==> src/rtl/bomb_pkg.sv <==
// Shared definitions for the bomb phase sequencer.
//   state_e        : game state encoding (IDLE, ARMED, DEFUSED, EXPLODED)
//   btn_code_t     : 3-bit button code, index of the pressed bit in
//                    {right,left,up,down,a,b} (b=0 ... right=5)
//   SOLUTION       : constant defuse sequence, [phase][step]
//   is_single_press: true when exactly one bit of a 6-bit press vector is set
//   onehot_to_code : maps a single-bit press vector to its button code
//   solution_at    : table lookup used by the sequencer
package bomb_pkg;

  localparam int unsigned SOL_PHASES = 4;
  localparam int unsigned SOL_STEPS  = 4;

  typedef enum logic [1:0] {
    ST_IDLE     = 2'd0,
    ST_ARMED    = 2'd1,
    ST_DEFUSED  = 2'd2,
    ST_EXPLODED = 2'd3
  } state_e;

  typedef logic [2:0] btn_code_t;

  localparam btn_code_t SOLUTION [SOL_PHASES][SOL_STEPS] = '{
    '{3'd0, 3'd1, 3'd2, 3'd3},
    '{3'd5, 3'd4, 3'd3, 3'd2},
    '{3'd1, 3'd1, 3'd0, 3'd5},
    '{3'd4, 3'd2, 3'd5, 3'd0}
  };

  // x & (x-1) clears the lowest set bit; zero afterwards means one bit only.
  function automatic logic is_single_press(input logic [5:0] btn);
    return (btn != 6'd0) && ((btn & (btn - 6'd1)) == 6'd0);
  endfunction

  function automatic btn_code_t onehot_to_code(input logic [5:0] btn);
    btn_code_t code;
    case (btn)
      6'b000001: code = 3'd0;
      6'b000010: code = 3'd1;
      6'b000100: code = 3'd2;
      6'b001000: code = 3'd3;
      6'b010000: code = 3'd4;
      6'b100000: code = 3'd5;
      default:   code = 3'd0;
    endcase
    return code;
  endfunction

  function automatic btn_code_t solution_at(input logic [1:0] ph, input logic [1:0] st);
    return SOLUTION[ph][st];
  endfunction

endpackage

==> src/rtl/bomb_phase_sequencer_press_arbiter.sv <==
// press_arbiter: validates the two players' press vectors and picks one.
//   clk, rst   : clock, async active-high reset
//   en_i       : presses are being consumed this cycle (game armed)
//   p1_btn_i   : player-1 press pulses {right,left,up,down,a,b}
//   p2_btn_i   : player-2 press pulses, same order
//   valid_o    : a valid press is offered this cycle (combinational)
//   id_o       : 0 = player 1, 1 = player 2
//   code_o     : button code of the offered press
// On contention the player that did not win last time is chosen; the
// pointer only moves when the press is actually consumed (en_i).
module press_arbiter
  import bomb_pkg::*;
(
  input  logic       clk,
  input  logic       rst,
  input  logic       en_i,
  input  logic [5:0] p1_btn_i,
  input  logic [5:0] p2_btn_i,
  output logic       valid_o,
  output logic       id_o,
  output btn_code_t  code_o
);

  logic p1_ok_s;
  logic p2_ok_s;
  logic rr_q;   // player holding priority on contention: 0 = p1, 1 = p2
  logic rr_d;

  assign p1_ok_s = is_single_press(p1_btn_i);
  assign p2_ok_s = is_single_press(p2_btn_i);

  // Select a press and compute the next priority holder.
  always_comb begin
    valid_o = 1'b0;
    id_o    = 1'b0;
    code_o  = 3'd0;
    if (p1_ok_s && p2_ok_s) begin
      valid_o = 1'b1;
      id_o    = rr_q;
      code_o  = rr_q ? onehot_to_code(p2_btn_i) : onehot_to_code(p1_btn_i);
    end else if (p1_ok_s) begin
      valid_o = 1'b1;
      id_o    = 1'b0;
      code_o  = onehot_to_code(p1_btn_i);
    end else if (p2_ok_s) begin
      valid_o = 1'b1;
      id_o    = 1'b1;
      code_o  = onehot_to_code(p2_btn_i);
    end else begin
      valid_o = 1'b0;
    end

    rr_d = rr_q;
    if (en_i && valid_o) begin
      rr_d = ~id_o;
    end else begin
      rr_d = rr_q;
    end
  end

  // Round-robin pointer register.
  always_ff @(posedge clk or posedge rst) begin
    if (rst) begin
      rr_q <= 1'b0;
    end else begin
      rr_q <= rr_d;
    end
  end

endmodule

==> src/rtl/bomb_phase_sequencer.sv <==
// bomb_phase_sequencer: two-player "defuse the bomb" game controller.
//   clk, rst    : clock, async active-high reset
//   tick        : one-cycle 1 Hz strobe
//   start       : arm (from IDLE) / return to IDLE (from DEFUSED/EXPLODED)
//   p1_btn      : player-1 press pulses {right,left,up,down,a,b}
//   p2_btn      : player-2 press pulses, same order
//   state       : game state (see bomb_pkg::state_e)
//   phase, step : progress through the SOLUTION table
//   seconds     : countdown remaining
//   strikes     : wrong presses so far
//   grant_valid : one-cycle pulse per accepted press
//   grant_id    : player of the last accepted press (held between grants)
// All outputs are registered and change one cycle after their cause.
module bomb_phase_sequencer
  import bomb_pkg::*;
#(
  parameter int unsigned NUM_PHASES    = 4,
  parameter int unsigned STEPS         = 4,
  parameter int unsigned START_SECONDS = 60,
  parameter int unsigned MAX_STRIKES   = 3
) (
  input  logic       clk,
  input  logic       rst,
  input  logic       tick,
  input  logic       start,
  input  logic [5:0] p1_btn,
  input  logic [5:0] p2_btn,
  output logic [1:0] state,
  output logic [2:0] phase,
  output logic [2:0] step,
  output logic [6:0] seconds,
  output logic [1:0] strikes,
  output logic       grant_valid,
  output logic       grant_id
);

  localparam logic [2:0] LAST_PHASE = 3'(NUM_PHASES - 1);
  localparam logic [2:0] LAST_STEP  = 3'(STEPS - 1);
  localparam logic [6:0] START_SEC  = 7'(START_SECONDS);
  localparam logic [1:0] LAST_SAFE  = 2'(MAX_STRIKES - 1);

  state_e     state_q,   state_d;
  logic [2:0] phase_q,   phase_d;
  logic [2:0] step_q,    step_d;
  logic [6:0] seconds_q, seconds_d;
  logic [1:0] strikes_q, strikes_d;
  logic       gvalid_q,  gvalid_d;
  logic       gid_q,     gid_d;

  logic       armed_s;
  logic       arb_valid_s;
  logic       arb_id_s;
  btn_code_t  arb_code_s;
  logic       boom_s;
  logic       win_s;

  assign armed_s = (state_q == ST_ARMED);

  press_arbiter u_arb (
    .clk      (clk),
    .rst      (rst),
    .en_i     (armed_s),
    .p1_btn_i (p1_btn),
    .p2_btn_i (p2_btn),
    .valid_o  (arb_valid_s),
    .id_o     (arb_id_s),
    .code_o   (arb_code_s)
  );

  // Game next-state: press and tick effects are evaluated independently
  // and combined, with an explosion taking precedence over a defuse.
  always_comb begin
    state_d   = state_q;
    phase_d   = phase_q;
    step_d    = step_q;
    seconds_d = seconds_q;
    strikes_d = strikes_q;
    gvalid_d  = 1'b0;
    gid_d     = gid_q;
    boom_s    = 1'b0;
    win_s     = 1'b0;

    case (state_q)
      ST_IDLE: begin
        if (start) begin
          state_d   = ST_ARMED;
          phase_d   = 3'd0;
          step_d    = 3'd0;
          seconds_d = START_SEC;
          strikes_d = 2'd0;
        end else begin
          state_d = ST_IDLE;
        end
      end

      ST_ARMED: begin
        if (arb_valid_s) begin
          gvalid_d = 1'b1;
          gid_d    = arb_id_s;
          if (arb_code_s == solution_at(phase_q[1:0], step_q[1:0])) begin
            if (step_q == LAST_STEP) begin
              // Final step of final phase: leave phase/step frozen there.
              if (phase_q == LAST_PHASE) begin
                win_s = 1'b1;
              end else begin
                step_d  = 3'd0;
                phase_d = phase_q + 3'd1;
              end
            end else begin
              step_d = step_q + 3'd1;
            end
          end else begin
            strikes_d = strikes_q + 2'd1;
            step_d    = 3'd0;
            if (strikes_q == LAST_SAFE) begin
              boom_s = 1'b1;
            end else begin
              boom_s = 1'b0;
            end
          end
        end else begin
          gvalid_d = 1'b0;
        end

        if (tick) begin
          if (seconds_q == 7'd1) begin
            seconds_d = 7'd0;
            boom_s    = 1'b1;
          end else if (seconds_q != 7'd0) begin
            seconds_d = seconds_q - 7'd1;
          end else begin
            seconds_d = 7'd0;
          end
        end else begin
          seconds_d = seconds_q;
        end

        if (boom_s) begin
          state_d = ST_EXPLODED;
        end else if (win_s) begin
          state_d = ST_DEFUSED;
        end else begin
          state_d = ST_ARMED;
        end
      end

      ST_DEFUSED, ST_EXPLODED: begin
        if (start) begin
          state_d = ST_IDLE;
        end else begin
          state_d = state_q;
        end
      end

      default: begin
        state_d = ST_IDLE;
      end
    endcase
  end

  // State and output registers.
  always_ff @(posedge clk or posedge rst) begin
    if (rst) begin
      state_q   <= ST_IDLE;
      phase_q   <= 3'd0;
      step_q    <= 3'd0;
      seconds_q <= START_SEC;
      strikes_q <= 2'd0;
      gvalid_q  <= 1'b0;
      gid_q     <= 1'b0;
    end else begin
      state_q   <= state_d;
      phase_q   <= phase_d;
      step_q    <= step_d;
      seconds_q <= seconds_d;
      strikes_q <= strikes_d;
      gvalid_q  <= gvalid_d;
      gid_q     <= gid_d;
    end
  end

  assign state       = state_q;
  assign phase       = phase_q;
  assign step        = step_q;
  assign seconds     = seconds_q;
  assign strikes     = strikes_q;
  assign grant_valid = gvalid_q;
  assign grant_id    = gid_q;

endmodule

==> config.mk <==
export PLATFORM = sky130hd
export DESIGN_NAME = bomb_phase_sequencer
export DESIGN_NICKNAME = d
export VERILOG_FILES = /design/src/rtl/bomb_pkg.sv /design/src/rtl/bomb_phase_sequencer_press_arbiter.sv /design/src/rtl/bomb_phase_sequencer.sv
export SDC_FILE = /design/constraint.sdc
export NUM_CORES = 1
export LEC_CHECK = 0
export BUFFER_PORTS_ARGS = -buffer_cell sky130_fd_sc_hd__clkbuf_2
export CAP_MARGIN = 25
export CORE_UTILIZATION = 54
export CTS_CLUSTER_DIAMETER = 100
export DETAILED_ROUTE_END_ITERATION = 10
export GPL_ROUTABILITY_DRIVEN = 0
export GPL_TIMING_DRIVEN = 1
export PLACE_DENSITY = 0.81
export SLEW_MARGIN = 20
export SYNTH_ARGS = -nofsm -noshare
export SYNTH_HDL_FRONTEND = slang
export SYNTH_HIERARCHICAL = 1
export SYNTH_SLANG_ARGS = --single-unit
==> constraint.sdc <==
create_clock -name clk -period 2.8 [get_ports clk]
set_input_delay 0.28 -clock clk [delete_from_list [all_inputs] [get_ports clk]]
set_output_delay 0.28 -clock clk [all_outputs]
set_load 0.03 [all_outputs]
==> metrics.csv, run 1 <==
stage,metric,value,unit
synthesis,yosys warns,6,
power,VDD IR max,0.000614,V
drt,DRT Pass-1 Iters,4,
synthesis,"area leader, netlist",dfrtp_1,
worst_hold_path,hold wc startpoint,start,
clocking,Clock Sinks,20,
synthesis,syn nets,207,
sta,Final Cycle Share,91.2,%
sta,worst-margin pin slew,0.718,ns
synthesis,Synth Register Bits,20,
synthesis,share of Yosys cell area claimed by the top area cell type,25.0,%
synthesis,Post-Syn Area,0.00160,mm2
synthesis,"FFs w/ async S/R, synth",100,%
sta,Hold Fails Final Rpt,0,
clocking,CTS tree,yes,
power,Sw Pwr,765,uW
power,Pwr Total,1.64,mW
power,clock share of power,14.7,%
die,FP Rows,19,
sta,pins over their slew limit,0,
synthesis,"Distinct cells, synth",56,
global_routing,GRT Total Usage,26.0,%
worst_hold_path,WHS Path Cells,2,
power,LEAKAGE,0.887,nW
synthesis,ranking of synthesized cells by area,"dfrtp_1 (25%), ha_1 (7.8%), dfstp_2 (6.6%)",
die,Initial Util,57.7,%
setup_path,worst flop-to-flop path startpoint,phase[0],
placed_design,Detail Placement HPWL,3.00,mm
synthesis,top post-synthesis cells by count,"dfrtp_1 (16), inv_1 (16), nand2_1 (16)",
worst_hold_path,Hold Crit Class,in -> reg,
final_layout,share of cells above drive strength 1,27.0,%
clocking,clock-pin slew on the worst setup and hold paths,0.11,ns
setup_path,critical path required time,3.04,ns
synthesis,Gate Count Post-Synth,181,
placed_design,dpl cell area,0.00187,mm2
drt,via count,1596,
final_layout,nets@finish,253,
die,Die Area,0.00319,mm2
sta,Slew HR,52.1,%
clocking,CTS Hold Buffers Added,1,
placed_design,# port buffers,34,
sta,final setup vio count,0,
clocking,Setup Buffers After CTS,0,
clocking,Max H-tree Level,1,
synthesis,ys flop type,dfrtp_1,
clocking,Post-CTS Resized,0,
clocking,CTS root buffer,clkbuf_4,
die,IO Pins,35,
setup_path,Worst Path Max Fanout,10,
global_routing,gr ovfl total,0,
drt,Antenna Violating Nets Remaining,0,
global_routing,number of global-route vias before repair,1465,
setup_path,CP Launch Type,input port,
sta,fmax,392,MHz
synthesis,Avg Synthesized Cell Area,8.86,um2
job,Max Cap Viol,0,
global_routing,initial antenna violation count,0,
synthesis,number of synthesized flops with an enable pin,0,
power,Power Internal,870,uW
final_layout,n_diodes,0,
clocking,worst skew pair latency,0.31,ns
drt,DRC Markers,0,
setup_path,reg2reg end,step[1],
global_routing,largest net degree at the start of global routing,20,
die,Core Footprint,0.00278,mm2
drt,vias per cell,6.21,
power,sw frac,46.8,%
power,logic gate share of total power,54.2,%
final_layout,P&R area growth vs syn,20.4,%
power,sequential cell fraction of total power,31.1,%
setup_path,Worst setup EP type,flop,
synthesis,"Seq/Total Area, Yosys",31.5,%
clocking,total CTS buffers,3,
worst_hold_path,Hold EP,state[1],
die,Die H,56.5,um
power,Pwr Density,846,mW/mm2
clocking,largest buffer count on any clock path,2,
drt,WL final,3.96,mm
setup_path,critical path type,in -> reg,
sta,post-route minimum period,2.55,ns
die,die extent in x,56.5,um
setup_path,worst path arrival time,2.79,ns
setup_path,r2r setup slk,0.56,ns
sta,Clock Skew,0.00570,ns
run_status,run status,completed,
sta,RSZ-0062 raised after global routing,false,
final_layout,final instance area,0.00193,mm2
drt,post-DR wirelength/cell,15.4,um
setup_path,R2R cell count,8,
global_routing,first-pass GRT wire length,6.49,mm
drt,Starting DRT DRC Count,93,
per-stage QoR:
stage	std cells	util (%)	worst slack, ns	setup TNS [ns]	hold slack [ns]
6_report	257	69.5	0.246	0	0.202
5_1_grt	257	69.5	0.0904	0	0.184
4_1_cts	257	69.5	0.246	0	0.200
3_5_place_dp	252	67.2	-0.0691	-0.227	0.114
3_3_place_gp	252	67.2	0.0116	0	0.113
2_1_floorplan	181	-	0.0871	0	0.00871
critical path: stages:
cell and delay [ns]:
clkbuf_2 0.09, or4_4 0.55, maj3_2 0.33, a21o_1 0.19
nor2_1 0.14, a2bb2oi_1 0.11, a32o_1 0.26, nor4b_4 0.24
buf_4 0.19, and3_4 0.21, mux2i_1 0.19
power groups by stage:
stage / registers, mW / logic [mW] / clock network (mW)
after floorplan: 0.643 / 0.479 / 0
after global placement: 0.503 / 0.845 / 0
after detailed placement: 0.511 / 0.870 / 0
after CTS: 0.505 / 0.882 / 0.242
after global routing: 0.526 / 0.951 / 0.261
final: 0.508 / 0.886 / 0.241
placed cells by master (no fill, tap or decap), types with 3 or more instances in the layout:
cell type  synthesis  final
dfrtp_1           16     16
nand2b_1           5      5
dfstp_2            4      4
nor3_1             6      6
clkbuf_4           0      3
ha_1              10     10
nand2_1           16     16
nand3_1            4      4
clkbuf_2           0     34
nor4b_1            3      3
nor2_1            13     13
xor2_1             6      6
o21ai_0            9      9
buf_4              0      9
a21oi_1            9      9
or3_1              3      3
inv_1             16     16
o21bai_1           3      3
nor4_1             3      3
a211oi_1           3      3
mux2i_1            4      4
how the worst max path moves through the flow:
stage / start / end / depth (start not counted)
after floorplan: p1_btn[1] / phase[0] / 9
after global placement: p1_btn[1] / phase[2] / 11
after detailed placement: p1_btn[1] / phase[0] / 11
after CTS: p1_btn[1] / phase[0] / 11
after global routing: p1_btn[1] / strikes[1] / 11
final: p1_btn[1] / phase[0] / 11
cells by family after synthesis:
logic type,count (synthesis),synth area share [%]
fa+ha+maj,11,8.50
buf+inv,19,4.45
compound gates,50,22.4
simple gates,67,23.5
flops,20,31.5
mux,6,4.84
xor+xnor,8,4.84
registers in the layout, summed over array words and instances, names as in the netlist:
register,flops
seconds,7
phase,3
step,3
state,2
strikes,2
grant_id,1
grant_valid,1
u_arb/rr_q,1
final cells by class:
class                   instances  area (um2)
multi-input cells             142        1030
fillers                       234         850
flip-flops and latches         20         505
repair buffers                 44         248
inverters                      16        60.1
well taps                      31        38.8
clock inverters                 1        30.0
clock buffers                   3        22.5
per-layer routing:
layer	wire length (um)	global-route usage, %	vias to the layer above
met5	0	0	-
met4	96	10.1	0
met3	170	3.69	9
met2	1920	44.2	58
met1	1770	33.2	763
li1	-	-	766
Note: power is estimated with default switching activity, not from simulation.
==> run 2: changes to the inputs <==
Settings changed: ABC_AREA from default to 1, CORE_UTILIZATION 54 to 55, REMOVE_ABC_BUFFERS from default to 1.
==> run 2 against run 1 <==
Net effect:
- die area grew 11%
- flip-flop and latch count is the same
- register-to-register slack gained 0.37 ns
- synthesized cell count grew 56%
- count of clock-buffer cells in the layout grew 1
- clock skew shrank 0.0038 ns
- largest cell class unchanged
==> metrics.csv, run 2 <==
stage,metric,value,unit,change
run_status,run status,completed,,unchanged
setup_path,critical path type,reg -> reg,,was in -> reg
worst_hold_path,Hold Crit Class,in -> reg,,unchanged
setup_path,Worst Path Max Fanout,7,,was 10
clocking,CTS root buffer,clkbuf_4,,unchanged
drt,DRT Pass-1 Iters,4,,unchanged
sta,fin worst setup slack,0.929,ns,was 0.246 ns
power,Pwr Total,1.48,mW,was 1.64 mW
global_routing,largest net degree at the start of global routing,20,,unchanged
die,Die H,59.6,um,was 56.5 um
final_layout,"most common cell after layout, fill and taps aside",nand2_1,,was clkbuf_2
synthesis,number of synthesized flops with an enable pin,0,,unchanged
die,FP Rows,20,,was 19
sta,Final Cycle Share,66.8,%,was 91.2%
power,sequential cell fraction of total power,32.4,%,was 31.1%
sta,worst-margin pin slew,0.747,ns,was 0.718 ns
placed_design,Detail Placement HPWL,3.14,mm,was 3.00 mm
synthesis,Synth Register Bits,20,,unchanged
power,Pwr Density,710,mW/mm2,was 846 mW/mm2
synthesis,most frequent cell after synthesis,nand2_1,,
drt,DRC Markers,0,,unchanged
sta,final setup vio count,0,,unchanged
setup_path,worst flop-to-flop path startpoint,phase[0],,unchanged
synthesis,"area leader, netlist",dfrtp_1,,unchanged
final_layout,final instance area,0.00209,mm2,was 0.00193 mm2
drt,vias per cell,5.09,,was 6.21
setup_path,critical path required time,3.00,ns,was 3.04 ns
synthesis,top post-synthesis cells by count,"nand2_1 (81), inv_1 (43), nand3_1 (43)",,"was dfrtp_1 (16), inv_1 (16), nand2_1 (16)"
sta,Hold Fails Final Rpt,0,,unchanged
global_routing,gr ovfl total,0,,unchanged
power,logic gate share of total power,56.3,%,was 54.2%
power,VDD IR max,0.000738,V,was 0.000614 V
power,Power Internal,716,uW,was 870 uW
setup_path,crit path launch,phase[0],,was p1_btn[1]
die,IO Pins,35,,unchanged
power,sw frac,51.7,%,was 46.8%
clocking,Max H-tree Level,1,,unchanged
die,die extent in x,59.6,um,was 56.5 um
global_routing,number of global-route vias before repair,1653,,was 1465
final_layout,most frequent cells in the layout,"nand2_1 (81), inv_1 (43), nand3_1 (43)",,"was clkbuf_2 (34), inv_1 (16), nand2_1 (16), dfrtp_1 (16), nor2_1 (13)"
power,clock share of power,11.3,%,was 14.7%
global_routing,first-pass GRT wire length,6.73,mm,was 6.49 mm
sta,RSZ-0062 raised after global routing,false,,unchanged
synthesis,"Distinct cells, synth",25,,was 56
sta,Slew HR,50.1,%,was 52.1%
synthesis,Avg Synthesized Cell Area,6.47,um2,was 8.86 um2
setup_path,r2r setup slk,0.93,ns,was 0.56 ns
final_layout,share of cells above drive strength 1,24.4,%,was 27.0%
synthesis,yosys warns,6,,unchanged
clocking,clock-pin slew on the worst setup and hold paths,0.11,ns,about the same
setup_path,worst path arrival time,2.07,ns,was 2.79 ns
sta,Clock Skew,0.00193,ns,was 0.00570 ns
placed_design,dpl cell area,0.00204,mm2,was 0.00187 mm2
clocking,CTS Hold Buffers Added,1,,unchanged
final_layout,Final Core Density,67.3,%,was 69.5%
final_layout,Fill cells,316,,was 234
setup_path,reg2reg end,state[1],,was step[1]
sta,fmax,535,MHz,was 392 MHz
synthesis,Gate Count Post-Synth,282,,was 181
setup_path,CP Launch Type,flop,,was input port
setup_path,R2R cell count,12,,was 8
synthesis,Post-Syn Area,0.00183,mm2,was 0.00160 mm2
synthesis,ranking of synthesized cells by area,"dfrtp_1 (22%), nand2_1 (17%), nand3_1 (12%)",,"was dfrtp_1 (25%), ha_1 (7.8%), dfstp_2 (6.6%)"
clocking,worst skew pair latency,0.30,ns,was 0.31 ns
clocking,largest buffer count on any clock path,2,,unchanged
drt,Antenna Violating Nets Remaining,0,,unchanged
clocking,Post-CTS Resized,0,,unchanged
placed_design,# port buffers,34,,unchanged
die,Initial Util,58.8,%,was 57.7%
clocking,Clock Sinks,20,,unchanged
clocking,total CTS buffers,3,,unchanged
final_layout,P&R area growth vs syn,14.5,%,was 20.4%
final_layout,nets@finish,347,,was 253
die,Core Footprint,0.00310,mm2,was 0.00278 mm2
drt,post-DR wirelength/cell,10.5,um,was 15.4 um
drt,WL final,3.82,mm,was 3.96 mm
setup_path,crit path to,state[1],,was phase[0]
sta,pins over their slew limit,0,,unchanged
synthesis,share of Yosys cell area claimed by the top area cell type,21.9,%,was 25.0%
synthesis,"Seq/Total Area, Yosys",27.7,%,was 31.5%
global_routing,initial antenna violation count,0,,unchanged
placed_design,Place WS,0.726,ns,was -0.0691 ns
global_routing,GRT Total Usage,24.7,%,was 26.0%
power,LEAKAGE,1.19,nW,was 0.887 nW
final_layout,max FFs per register,7,,unchanged
die,Die Area,0.00355,mm2,was 0.00319 mm2
synthesis,ys flop type,dfrtp_1,,unchanged
power,Sw Pwr,767,uW,was 765 uW
final_layout,n_diodes,0,,unchanged
drt,Starting DRT DRC Count,61,,was 93
clocking,CTS tree,yes,,unchanged
setup_path,Worst setup EP type,flop,,unchanged
synthesis,"FFs w/ async S/R, synth",100,%,unchanged
sta,post-route minimum period,1.87,ns,was 2.55 ns
job,Max Cap Viol,0,,unchanged
drt,via count,1851,,was 1596
sta,TNS Setup,0,ns,unchanged
clocking,Setup Buffers After CTS,0,,unchanged
## run 2: cell count changes in the layout (fill, tap and decap cells not counted), moves of 4 or more
cell,change
buf_4,-9
nand3_2,+4
inv_2,+7
o21ai_0,-4
nor2_2,+5
nand2_1,+65
nor2_4,+6
mux2i_1,-4
inv_1,+27
nand2b_1,-5
nand2_2,+11
nand3_1,+39
## run 2: power groups by stage
| stage | sequential (mW) | clock, mW | combinational, mW |
|---|---|---|---|
| finish | 0.480 | 0.168 | 0.835 |
| global route | 0.493 | 0.184 | 0.935 |
| CTS | 0.480 | 0.173 | 0.840 |
| detailed placement | 0.485 | 0 | 0.836 |
| global placement | 0.483 | 0 | 0.820 |
| floorplan | 0.605 | 0 | 0.497 |
## run 2: worst min path at each step
stage	from	to	slack (ns)	depth (start not counted)
finish	start	state[1]	0.23	4
global route	start	state[1]	0.24	4
CTS	start	state[1]	0.22	4
detailed placement	rst	u_arb/rr_q	0.12	2
global placement	rst	u_arb/rr_q	0.12	2
floorplan	rst	u_arb/rr_q	0.009	1
## run 2: area by class of cell
class / count / area (um2) / share of cell area [%]
well taps: 44 / 55.1 / 2.63
clock buffers: 4 / 36.3 / 1.74
inverters: 50 / 188 / 8.98
repair buffers: 35 / 180 / 8.62
multi-input cells: 211 / 1120 / 53.8
flip-flops and latches: 20 / 505 / 24.2
## run 2: per-layer routing
metal / track usage, % / routed length (um) / vias to the layer above
met3: 2.84 / 112 / 2
met5: 0 / 0 / -
met1: 32.0 / 1800 / 838
met2: 43.3 / 1880 / 33
met4: 6.98 / 23 / 0
li1: - / - / 978
## run 2: worst max-delay path, cell delays in order, from the launching register on
cell and delay [ns]:
dfrtp_1 0.47, inv_1 0.13, ha_1 0.34, nand2_2 0.08, nand3_2 0.08, nand3_2 0.08
nand2_1 0.06, nor2_2 0.13, nand2_1 0.12, nand2_1 0.09, nand3_1 0.08, nand2_1 0.07
nand2_1 0.04
## run 2: metrics by stage
| step | cells | hold WS (ns) |
|---|---|---|
| 2_1_floorplan | 281 | 0.00871 |
| 3_3_place_gp | 359 | 0.115 |
| 3_5_place_dp | 359 | 0.120 |
| 4_1_cts | 364 | 0.224 |
| 5_1_grt | 364 | 0.241 |
| 6_report | 364 | 0.233 |
## run 2: kinds of logic after synthesis
kind of cell | share of synthesized area [%]
flops | 27.7
fa+ha+maj | 6.85
buf+inv | 10.7
compound gates | 5.96
xor+xnor | 1.44
simple gates | 47.4
==> run 3: changes to the inputs <==
Settings changed: ABC_AREA 1 to 0, CORE_UTILIZATION 55 to 54.
Clock period 2.8 ns to 1.75 ns, I/O delays scaled along.
==> run 3 against run 2 <==
Net effect:
- the run now ends with setup timing left
- non-clock buffer count up 48
- critical path depth shrank 1
- routed wire length up 23%
- die area is 10% lower
- combinational power increased by 120%
- global-route usage up 5.3 points
- clock power is 64% higher
- highest routed layer unchanged
- flip-flop and latch count is the same
==> metrics.csv, run 3 (synthesized netlist as in run 1, its figures left out) <==
stage,metric,value,unit,change
run_status,run status,"finished, violations left",,was completed
run_status,violated checks,setup timing,,
final_layout,final instance area,0.00228,mm2,was 0.00209 mm2
drt,vias per cell,5.99,,was 5.09
sta,Final Cycle Share,140,%,
global_routing,first-pass GRT wire length,7.64,mm,was 6.73 mm
power,Sw Pwr,1.36,mW,was 767 uW
clocking,worst skew pair latency,0.31,ns,was 0.30 ns
power,VDD IR max,0.00133,V,was 0.000738 V
final_layout,nets@finish,292,,was 347
sta,RSZ-0062 raised after global routing,true,,was false
clocking,CTS tree,yes,,unchanged
placed_design,Place WS,-1.00,ns,was 0.726 ns
drt,via count,1772,,was 1851
final_layout,fin cells,296,,was 364
drt,post-DR wirelength/cell,15.8,um,was 10.5 um
placed_design,# port buffers,34,,unchanged
global_routing,GRT Total Usage,30.0,%,was 24.7%
clocking,Max H-tree Level,1,,unchanged
power,clock share of power,9.4,%,was 11.3%
final_layout,share of cells above drive strength 1,41.5,%,was 24.4%
sta,fin worst setup slack,-0.708,ns,was 0.929 ns
setup_path,crit path launch,p1_btn[1],,was phase[0]
placed_design,Detail Placement HPWL,3.44,mm,was 3.14 mm
sta,Clock Skew,0.00402,ns,was 0.00193 ns
drt,DRC Markers,0,,unchanged
sta,pins over their slew limit,0,,unchanged
worst_hold_path,Hold Crit Class,in -> reg,,unchanged
final_layout,Multi-input gate area,0.00109,mm2,was 0.00112 mm2
die,Die Area,0.00319,mm2,was 0.00355 mm2
die,Core Footprint,0.00278,mm2,was 0.00310 mm2
job,Max Cap Viol,0,,unchanged
die,Die H,56.5,um,was 59.6 um
sta,fmax,407,MHz,
setup_path,critical path required time,1.95,ns,was 3.00 ns
final_layout,"most common cell after layout, fill and taps aside",buf_4,,was nand2_1
worst_hold_path,hold wc startpoint,start,,unchanged
setup_path,critical path type,in -> reg,,was reg -> reg
power,Pwr Density,1280,mW/mm2,was 710 mW/mm2
power,logic gate share of total power,63.6,%,was 56.3%
global_routing,gr ovfl total,0,,unchanged
setup_path,worst path arrival time,2.66,ns,was 2.07 ns
power,Power Internal,1.56,mW,was 716 uW
final_layout,max FFs per register,7,,unchanged
final_layout,n_diodes,0,,unchanged
setup_path,CP Launch Type,input port,,was flop
die,IO Pins,35,,unchanged
power,sw frac,46.6,%,was 51.7%
drt,DRT Pass-1 Iters,4,,unchanged
die,Initial Util,57.7,%,was 58.8%
sta,worst-margin pin slew,0.734,ns,was 0.747 ns
setup_path,CP max-delay cell,or4_4,,was dfrtp_1
setup_path,worst flop-to-flop path startpoint,phase[0],,unchanged
clocking,total CTS buffers,3,,unchanged
clocking,CTS root buffer,clkbuf_4,,unchanged
final_layout,P&R area growth vs syn,42.4,%,was 14.5%
power,sequential cell fraction of total power,27.0,%,was 32.4%
placed_design,dpl cells,287,,was 359
sta,final setup vio count,14,,was 0
drt,Antenna Violating Nets Remaining,0,,unchanged
global_routing,largest net degree at the start of global routing,20,,unchanged
power,LEAKAGE,1.10,nW,was 1.19 nW
drt,Starting DRT DRC Count,125,,was 61
clocking,largest buffer count on any clock path,2,,unchanged
placed_design,dpl cell area,0.00213,mm2,was 0.00204 mm2
die,FP Rows,19,,was 20
sta,Slew HR,51.0,%,was 50.1%
drt,WL final,4.68,mm,was 3.82 mm
final_layout,FF+latch area,505,um2,unchanged
clocking,Clock Sinks,20,,unchanged
global_routing,number of global-route vias before repair,1775,,was 1653
final_layout,Fill cells,167,,was 316
sta,post-route minimum period,2.46,ns,
setup_path,worst-path cell chain,buf_6 > or4_4 > maj3_2 > a21o_1 > o21bai_1 > a32oi_1 > a32o_2 > nor4b_4 > buf_4 > o2111a_1 > o32ai_2,,was inv_1 > ha_1 > nand2_2 > nand3_2 > nand3_2 > nand2_1 > nor2_2 > nand2_1 > nand2_1 > nand3_1 > nand2_1 > nand2_1
global_routing,initial antenna violation count,0,,unchanged
sta,Hold Fails Final Rpt,0,,unchanged
setup_path,Worst setup EP type,flop,,unchanged
clocking,clock-pin slew on the worst setup and hold paths,0.11,ns,about the same
setup_path,Worst Path Max Fanout,8,,was 7
setup_path,Crit path largest cell delay,0.53,ns,was 0.47 ns
die,die extent in x,56.5,um,was 59.6 um
final_layout,most frequent cells in the layout,"buf_4 (46), clkbuf_2 (33), dfrtp_1 (16)",,"was nand2_1 (81), inv_1 (43), nand3_1 (43)"
[run 3: cell types whose count changed in the layout (fill, tap and decap cells not counted), sizes merged, moves of 4 or more]
cell | previous run | this run
nand2 | 92 | 16
mux2i | 0 | 4
buf | 0 | 49
inv | 50 | 16
nand3 | 47 | 4
nor2 | 27 | 13
nor4b | 0 | 4
nand2b | 0 | 5
[run 3: final cells by class]
| cell class | instances | area share, % |
|---|---|---|
| inverters | 16 | 2.63 |
| flip-flops and latches | 20 | 22.1 |
| clock buffers | 4 | 1.59 |
| well taps | 31 | 1.70 |
| multi-input cells | 142 | 47.7 |
| repair buffers | 83 | 24.3 |
[run 3: repair_timing]
action,CTS,global route
buffers inserted,4,1
hold buffers,1,0
gates resized for setup,18,2
pin swaps,7,1
cloned,0,0
setup endpoints to repair,11,15
endpoints found under the hold margin,1,0
[run 3: path summary, 6_finish.rpt]
path / end / slack, ns / depth (start not counted)
setup / recovery: state[1] / -0.71 / 11
hold / removal: state[1] / 0.1 / 2
max in group asynchronous: strikes[0] / 0.75 / 3
hold reg to reg: phase[2] / 0.56 / 2
min in group asynchronous: u_arb/rr_q / 0.25 / 3
setup reg to reg: state[1] / -0.51 / 9
[run 3: layer usage]
metal,vias to the layer above,track usage [%],routed length [um]
met5,-,0,0
met3,17,2.07,193
met4,0,13.2,130
met1,835,32.2,1740
met2,78,58.8,2610
li1,842,-,-
[run 3: power groups by stage]
stage,Combinational (mW),Sequential [mW],Clock [mW]
finish,1.85,0.788,0.275
global route,1.98,0.811,0.289
CTS,1.81,0.784,0.274
detailed placement,1.67,0.789,0
global placement,1.58,0.777,0
floorplan,0.739,1.04,0
[run 3: stage by stage]
stage               hold WS (ns)  utilization [%]  TNS [ns]  total power, mW
floorplan                -0.0963                -     -7.94             1.78
global placement          0.0120             76.7     -9.54             2.35
detailed placement        0.0244             76.7    -10.35             2.46
CTS                        0.106             81.6     -6.51             2.87
global route               0.104             82.1     -8.66             3.08
finish                    0.0995             82.1     -7.04             2.92
[run 3: worst max-delay path: cells and delay by family]
family                     cells  cell delay, ns
and+or+nand+nor                2            0.82
adders and majority gates      1            0.33
buffers and inverters          2            0.30
AOI/OAI and AO/OA              6            1.02
